==> src/rtl/cla_serial_adder_ctrl.sv <==
// Multi-cycle WIDTH-bit adder: one shared 4-bit carry-lookahead slice is
// walked LSB-first over the operands, one nibble per clock. The inter-slice
// carry is kept in a register. The result is handed off over a valid/ready
// handshake.
// Optional build macro CLA_SERIAL_SUB_EN adds a 'sub' input. When sub=1 the
// block computes a-b, and c_out=1 means no borrow.
module cla_serial_adder_ctrl #(
  parameter int WIDTH = 16
) (
  input  logic             clk,
  input  logic             rst,
  input  logic             in_valid,
  output logic             in_ready,
  input  logic [WIDTH-1:0] a,
  input  logic [WIDTH-1:0] b,
  input  logic             c_in,
`ifdef CLA_SERIAL_SUB_EN
  input  logic             sub,
`endif
  output logic             out_valid,
  input  logic             out_ready,
  output logic [WIDTH-1:0] sum,
  output logic             c_out,
  output logic             busy
);
  localparam int N  = WIDTH / 4;
  localparam int CW = (N > 1) ? $clog2(N) : 1;

  generate
    if ((WIDTH % 4) != 0 || WIDTH < 4) begin : g_bad_width
      $error("cla_serial_adder_ctrl: WIDTH must be a multiple of 4 and >= 4");
    end
  endgenerate

  typedef enum logic [1:0] {IDLE, RUN, DONE} state_t;
  state_t state, nxt;

  logic [WIDTH-1:0] a_sh, b_sh, acc, acc_nxt, b_ld;
  logic [CW-1:0]    cnt;
  logic             carry, carry_ld, last, accept;
  logic [3:0]       p, g, c, snib;

  // Operand conditioning at accept: subtract is a + ~b + 1
`ifdef CLA_SERIAL_SUB_EN
  assign b_ld     = sub ? ~b : b;
  assign carry_ld = sub ? 1'b1 : c_in;
`else
  assign b_ld     = b;
  assign carry_ld = c_in;
`endif

  assign accept = in_valid && in_ready;
  assign last   = (cnt == CW'(N - 1));

  // One 4-bit lookahead slice on the low nibble of the operand shifters
  always_comb begin
    p    = a_sh[3:0] ^ b_sh[3:0];
    g    = a_sh[3:0] & b_sh[3:0];
    c[0] = g[0] | (p[0] & carry);
    c[1] = g[1] | (p[1] & g[0]) | (p[1] & p[0] & carry);
    c[2] = g[2] | (p[2] & g[1]) | (p[2] & p[1] & g[0]) | (p[2] & p[1] & p[0] & carry);
    c[3] = g[3] | (p[3] & g[2]) | (p[3] & p[2] & g[1]) | (p[3] & p[2] & p[1] & g[0])
         | (p[3] & p[2] & p[1] & p[0] & carry);
    snib = p ^ {c[2:0], carry};
    // new nibble enters at the MSB end so that the LSB nibble ends at the bottom
    acc_nxt = (acc >> 4) | (WIDTH'(snib) << (WIDTH - 4));
  end

  // State register
  always_ff @(posedge clk) begin
    if (rst) state <= IDLE;
    else     state <= nxt;
  end

  // Next-state logic
  always_comb begin
    nxt = state;
    case (state)
      IDLE:    if (accept) nxt = RUN;
      RUN:     if (last) nxt = DONE;
      DONE:    if (out_ready) nxt = IDLE;
      default: nxt = IDLE;
    endcase
  end

  // Handshake and status outputs, decoded from the state
  always_comb begin
    in_ready  = (state == IDLE);
    out_valid = (state == DONE);
    busy      = (state == RUN) || (state == DONE);
  end

  // Datapath: operand shifters, carry, working sum, and the published result.
  // The published sum is updated only on completion, so it holds the last
  // result until the next operation finishes.
  always_ff @(posedge clk) begin
    if (rst) begin
      a_sh  <= '0;
      b_sh  <= '0;
      acc   <= '0;
      carry <= 1'b0;
      cnt   <= '0;
      sum   <= '0;
      c_out <= 1'b0;
    end else if (state == IDLE) begin
      if (accept) begin
        a_sh  <= a;
        b_sh  <= b_ld;
        carry <= carry_ld;
        cnt   <= '0;
      end
    end else if (state == RUN) begin
      a_sh  <= a_sh >> 4;
      b_sh  <= b_sh >> 4;
      acc   <= acc_nxt;
      carry <= c[3];
      cnt   <= cnt + CW'(1);
      if (last) begin
        sum   <= acc_nxt;
        c_out <= c[3];
      end
    end
  end
endmodule

==> config.mk <==
export PLATFORM = sky130hd
export DESIGN_NAME = cla_serial_adder_ctrl
export DESIGN_NICKNAME = d
export VERILOG_FILES = /design/src/rtl/cla_serial_adder_ctrl.sv
export SDC_FILE = /design/constraint.sdc
export NUM_CORES = 1
export LEC_CHECK = 0
export BUFFER_PORTS_ARGS = -buffer_cell sky130_fd_sc_hd__buf_2
export CAP_MARGIN = 20
export CORE_UTILIZATION = 45
export CTS_BUF_LIST = sky130_fd_sc_hd__clkbuf_4 sky130_fd_sc_hd__clkbuf_8
export DETAILED_ROUTE_END_ITERATION = 7
export PLACE_DENSITY = 0.69
export SLEW_MARGIN = 40
export SYNTH_ARGS = -nofsm -noshare
export SYNTH_HDL_FRONTEND = slang
export SYNTH_SLANG_ARGS = --single-unit
==> constraint.sdc <==
create_clock -name clk -period 2.6 [get_ports clk]
set_input_delay 0.52 -clock clk [delete_from_list [all_inputs] [get_ports clk]]
set_output_delay 0.52 -clock clk [all_outputs]
set_load 0.02 [all_outputs]
# ---- Word level (Yosys, flattened, before mapping)
# Cells that the tools add are included.
dict set report op_classes {
  n_eq_ne 6
  mux 16
  reduce_logical 8
  bitwise 31
  add_sub_neg 1
}
# op count
set ops {}
lappend ops {{two-way mux 16 bit} 6}
lappend ops {{bitwise AND 1 bit} 16}
lappend ops {{bitwise OR 12 x 16 -> 16 bit} 1}
lappend ops {{two-way mux 2 bit} 6}
lappend ops {{bitwise OR 1 bit} 10}
lappend ops {{XOR 4 bit} 2}
lappend ops {{one-hot mux 2 bit (3 select lines)} 1}
lappend ops {{AND reduction 3 bit} 2}
lappend ops {{bitwise AND 4 bit} 1}
lappend ops {{== test 2 bit, second input constant} 2}
lappend ops {{inequality test 2 x 1 -> 1 bit, second input constant} 2}
lappend ops {{AND reduction 2 bit} 2}
lappend ops {{two-way mux 1 bit} 3}
lappend ops {{adder 2 x 1 -> 2 bit, second input constant} 1}
lappend ops {{== test 2 x 1 -> 1 bit, second input constant} 1}
lappend ops {{zero test 2 bit} 1}
lappend ops {{inequality test 2 bit, second input constant} 1}
lappend ops {{nonzero test 2 bit} 1}
lappend ops {{logical AND 1 bit} 1}
lappend ops {{logical OR 1 bit} 1}
lappend ops {{NOT 1 bit} 1}
dict set report word_totals {
  output_inout_bits 20
  word_cells 70
  in_bits 37
  regBits 70
}

# ---- Logic depth before layout (Yosys ltp)
dict set report logic_depth {
  ltp_word 8
  ltp_mapped 9
  ltp_nobuf 6
}

# ---- Least setup slack after synthesis
# Ideal clock, no wire load.
dict set report synth_path {
  path_type {register to register}
  startpoint {reg state[0]}
  endpoint {reg a_sh[2]}
  slack_ns 0.774
  path_stages_with_launch 10
  n_path_buf 4
  period_less_slack_ns 1.826
  setup_time_ns 0.080
  required_time_ns 2.520
  t_arrival_ns 1.745
  cell_sequence {dfxtp_1 > inv_1 > ha_1 > buf_6 > and2_1 > or2_1 > buf_2 > buf_6 > buf_6 > a211oi_2}
}
dict set report synth_via {
  elab_chain_cells 4
  elab_cells_between_ends 7
  classes_between {2 x eq/ne; 1 x mux; 4 x reduce/logical}
}
# element line
set synth_rtl {}
lappend synth_rtl {{from (decl)} 36} ;# state_t state, nxt;
lappend synth_rtl {{from (signal assigned)} 72} ;# else state <= nxt;
lappend synth_rtl {{zero test 2 bit *} 88} ;# in_ready = (state == IDLE);
lappend synth_rtl {{net in_ready} 13} ;# output logic in_ready,
lappend synth_rtl {{logical AND 1 bit} 52} ;# assign accept = in_valid && in_ready;
lappend synth_rtl {{inequality test 2 x 1 -> 1 bit (no line)} -}
lappend synth_rtl {{AND reduction 2 bit (no line)} -}
lappend synth_rtl {{to (signal assigned)} 113} ;# a_sh <= a_sh >> 4;
lappend synth_rtl {{to (decl)} 38} ;# logic [WIDTH-1:0] a_sh, b_sh, acc, acc_nxt, b_ld;
# Mark *: on every way through the listed nets, which the timed path passes. The rest lies on a longest branch.
# A chain may end at the register's enable or synchronous reset.

# ---- Final worst setup path
dict set report layout_path {
  startpoint {reg state[0]}
  endpoint {reg sum[15]}
}
dict set report layout_via {
  elab_chain_cells 3
  elab_cells_between_ends 4
  classes_between {1 x eq/ne; 1 x bitwise; 2 x reduce/logical}
}
# element line
set layout_rtl {}
lappend layout_rtl {{zero test 2 bit} 105} ;# end else if (state == IDLE) begin
lappend layout_rtl {{NOT 1 bit (no line)} -}
lappend layout_rtl {{AND reduction 3 bit (no line) *} -}
lappend layout_rtl {{to (signal assigned)} 119} ;# sum <= acc_nxt;
lappend layout_rtl {{to (decl)} 22} ;# output logic [WIDTH-1:0] sum,
# Every way passes the cells marked *; elsewhere a longest branch is shown, timed or not.

==> impl_metrics.env <==
export IMPL_hpwlAfterDp_um=3612
export IMPL_power_density_nw_per_um2=800.6
export IMPL_grtUsageTotal_pct=17.45
export IMPL_synth_common_cells="66 x dfxtp_1, 48 x nor2_1, 34 x mux2i_1, 31 x nand2_1, 19 x a21oi_1"
export IMPL_finalHoldViolCount=0
export IMPL_timing_fmax_mhz=512.0
export IMPL_maxCapViolCount=0
export IMPL_start_util_pct=47.51
export IMPL_post_cts_setup_buffers=0
export IMPL_drc=0
export IMPL_wl_met3_um=284
export IMPL_numCtsBuffers=9
export IMPL_clock_latency_ns=0.33
export IMPL_ir_drop_v=0.0005167
export IMPL_worstSetupStartpointType="register"
export IMPL_synth_edff_count=0
export IMPL_synthArstFlopShare_pct=0
export IMPL_gp_congestion=0.7999
export IMPL_arrival_ns=2.21
export IMPL_dp_cells=419
export IMPL_end_kind="register"
export IMPL_grt_pass1_wl_um=8783
export IMPL_cp_max_fo=19
export IMPL_cp_data_required_time_ns=2.86
export IMPL_synthCells=305
export IMPL_grt_max_degree=50
export IMPL_ios=57
export IMPL_drive_gt1_share_pct=25.35
export IMPL_fin_hold_ws_ns=0.4320
export IMPL_area_growth_pct=17.53
export IMPL_ys_seq_elements=66
export IMPL_synth_fp_nets=352
export IMPL_rows=28
export IMPL_antenna_found_initial=0
export IMPL_synth_area_um2=2863
export IMPL_io_buffers=56
export IMPL_p_leak_uw=0.001497
export IMPL_total_power_uw=2693
export IMPL_die_x_um=81.76
export IMPL_fin_cells=434
export IMPL_fin_skew_ns=0.004307
export IMPL_hold_path_class="input pin to register"
export IMPL_highest_layer="met4"
export IMPL_ctsHoldBuffers=0
export IMPL_status="complete, no violations"
export IMPL_via_count=2195
export IMPL_rsz0062_at_grt="false"
export IMPL_grt_pass1_vias=1996
export IMPL_setup_tns_ns=0
export IMPL_clockRootBuffer="clkbuf_8"
export IMPL_synth_warnings=0
export IMPL_nNetsFinal=402
export IMPL_synth_top_flop_cell="dfxtp_1"
export IMPL_diodes=0
export IMPL_drv_slew=0
export IMPL_slowest_delay_ns=0.58
export IMPL_cts_tree="built"
export IMPL_htreeDepth=3
export IMPL_core_um2=6026
export IMPL_clock_path_buffers=2
export IMPL_cts_resized=0
export IMPL_critPathKind="register to register"
export IMPL_die_area_um2=6685
export IMPL_post_route_util_pct=55.83
export IMPL_drt_iter0_drc=80
export IMPL_drt_total_wl_um=5330
export IMPL_postRouteAntennaNets=0
export IMPL_synth_avg_cell_area_um2=9.386
export IMPL_cp_slowest_cell="and2_1"
export IMPL_path_cells="inv_1 > ha_2 > nor2b_2 > and2_1 > nand4_1 > a21oi_1"
export IMPL_synth_most_common_cell="dfxtp_1"
export IMPL_synth_area_leader_cell="dfxtp_1"
export IMPL_wl_per_cell_um=12.28
export IMPL_dr_pass1_iters=4
export IMPL_avgViaCountPerCell=5.058
export IMPL_ys_seq_area_share_pct=46.15
export IMPL_synth_distinct_cells=32
export IMPL_path_clk_slew_ns=0.07
export IMPL_timing_slew_headroom_pct=48.39
export IMPL_yosys_area_top_type_share_pct=46.15
export IMPL_grt_overflow=0
export IMPL_setup_viol=0
export IMPL_clock_sinks=66
export IMPL_m1WireLength_um=2463
export IMPL_wl_met2_um=2518
export IMPL_worst_pin_slew_ns=0.7742
export IMPL_die_h_um=81.76
export IMPL_finalCritPeriodShare_pct=75.12
export IMPL_ys_top_cells_by_area="dfxtp_1 46%, mux2i_1 12%, nor2_1 6.3%, a211oi_1 4.5%, a211oi_2 4.4%"
export IMPL_post_route_min_period_ns=1.953
[report_power, final]
part           total (uW)  switching, uW  leakage (uW)  internal (uW)
clock network         878            353      0.000109            525
registers            1180           61.2      0.000540           1120
logic                 636            359      0.000849            276
[per-layer routing]
layer | vias to the layer above | GRT usage, %
met1 | 973 | 19.97
met2 | 52 | 29.34
li1 | 1160 | -
met5 | - | 0
met4 | 0 | 6.316
met3 | 10 | 6.778
[critical path, delay by kind of cell, from the launching register on]
| family | cells | cell delay, ns |
|---|---|---|
| flops | 1 | 0.39 |
| buf+inv | 1 | 0.09 |
| fa+ha+maj | 1 | 0.23 |
| simple gates | 3 | 1.01 |
| compound gates | 1 | 0.16 |
[metrics by stage]
step | instance area, um^2 | worst slack [ns]
after floorplan | 2863 | 0.7742
after global placement | 3154 | 0.5792
after detailed placement | 3157 | 0.6634
after CTS | 3364 | 0.6281
after global routing | 3364 | 0.4017
final | 3364 | 0.6469
[state kept, by name (all words and copies together) (netlist names)]
signal and flops:
sum 16, b_sh 16, state 2, c_out 1, carry 1, acc 12, cnt 2, a_sh 16
[cell usage in the layout, fill, tap and decap left out, types with 3 or more instances in the layout]
cell type	instances
a211oi_1	17
dfxtp_1	66
nand2_1	31
a211oi_2	10
buf_2	56
buf_4	5
nand2b_1	4
inv_1	10
ha_1	8
mux2i_1	34
and2_1	3
nand4_1	3
a22oi_1	9
clkbuf_8	12
a21oi_1	19
nor2_1	48
[final timing paths]
path                         startpoint                     to  slack, ns  depth (start not counted)
setup / recovery  state[0]$_SDFFE_PP0P_   sum[15]$_SDFFE_PP0P_       0.65                          6
hold / removal                    a[13]  a_sh[13]$_SDFFE_PP0P_       0.43                          3
setup reg to reg  state[0]$_SDFFE_PP0P_   sum[15]$_SDFFE_PP0P_       0.65                          6
hold reg to reg     sum[7]$_SDFFE_PP0P_    sum[7]$_SDFFE_PP0P_       0.45                          2
[cell type report]
class / instances / area (um^2)
clock inverter: 2 / 35.03
tap: 75 / 93.84
clock buffer: 13 / 172.7
sequential: 66 / 1321
multi-input combinational: 207 / 1386
timing repair buffer: 61 / 317.8
fill: 582 / 2661
inverter: 10 / 37.54
[kinds of logic (layout without fill, tap and decap cells)]
family / Yosys count / in the layout / synth area share [%]
and+or+nand+nor: 95 / 95 / 13.86
AOI/OAI and AO/OA: 66 / 66 / 17.26
DFF: 66 / 66 / 46.15
muxes: 34 / 34 / 11.89
buffers and inverters: 32 / 86 / 5.594
adders and majority gates: 10 / 10 / 4.633
xor gates and xnor gates: 2 / 2 / 0.6120
Power figures use the tool's default switching activity.
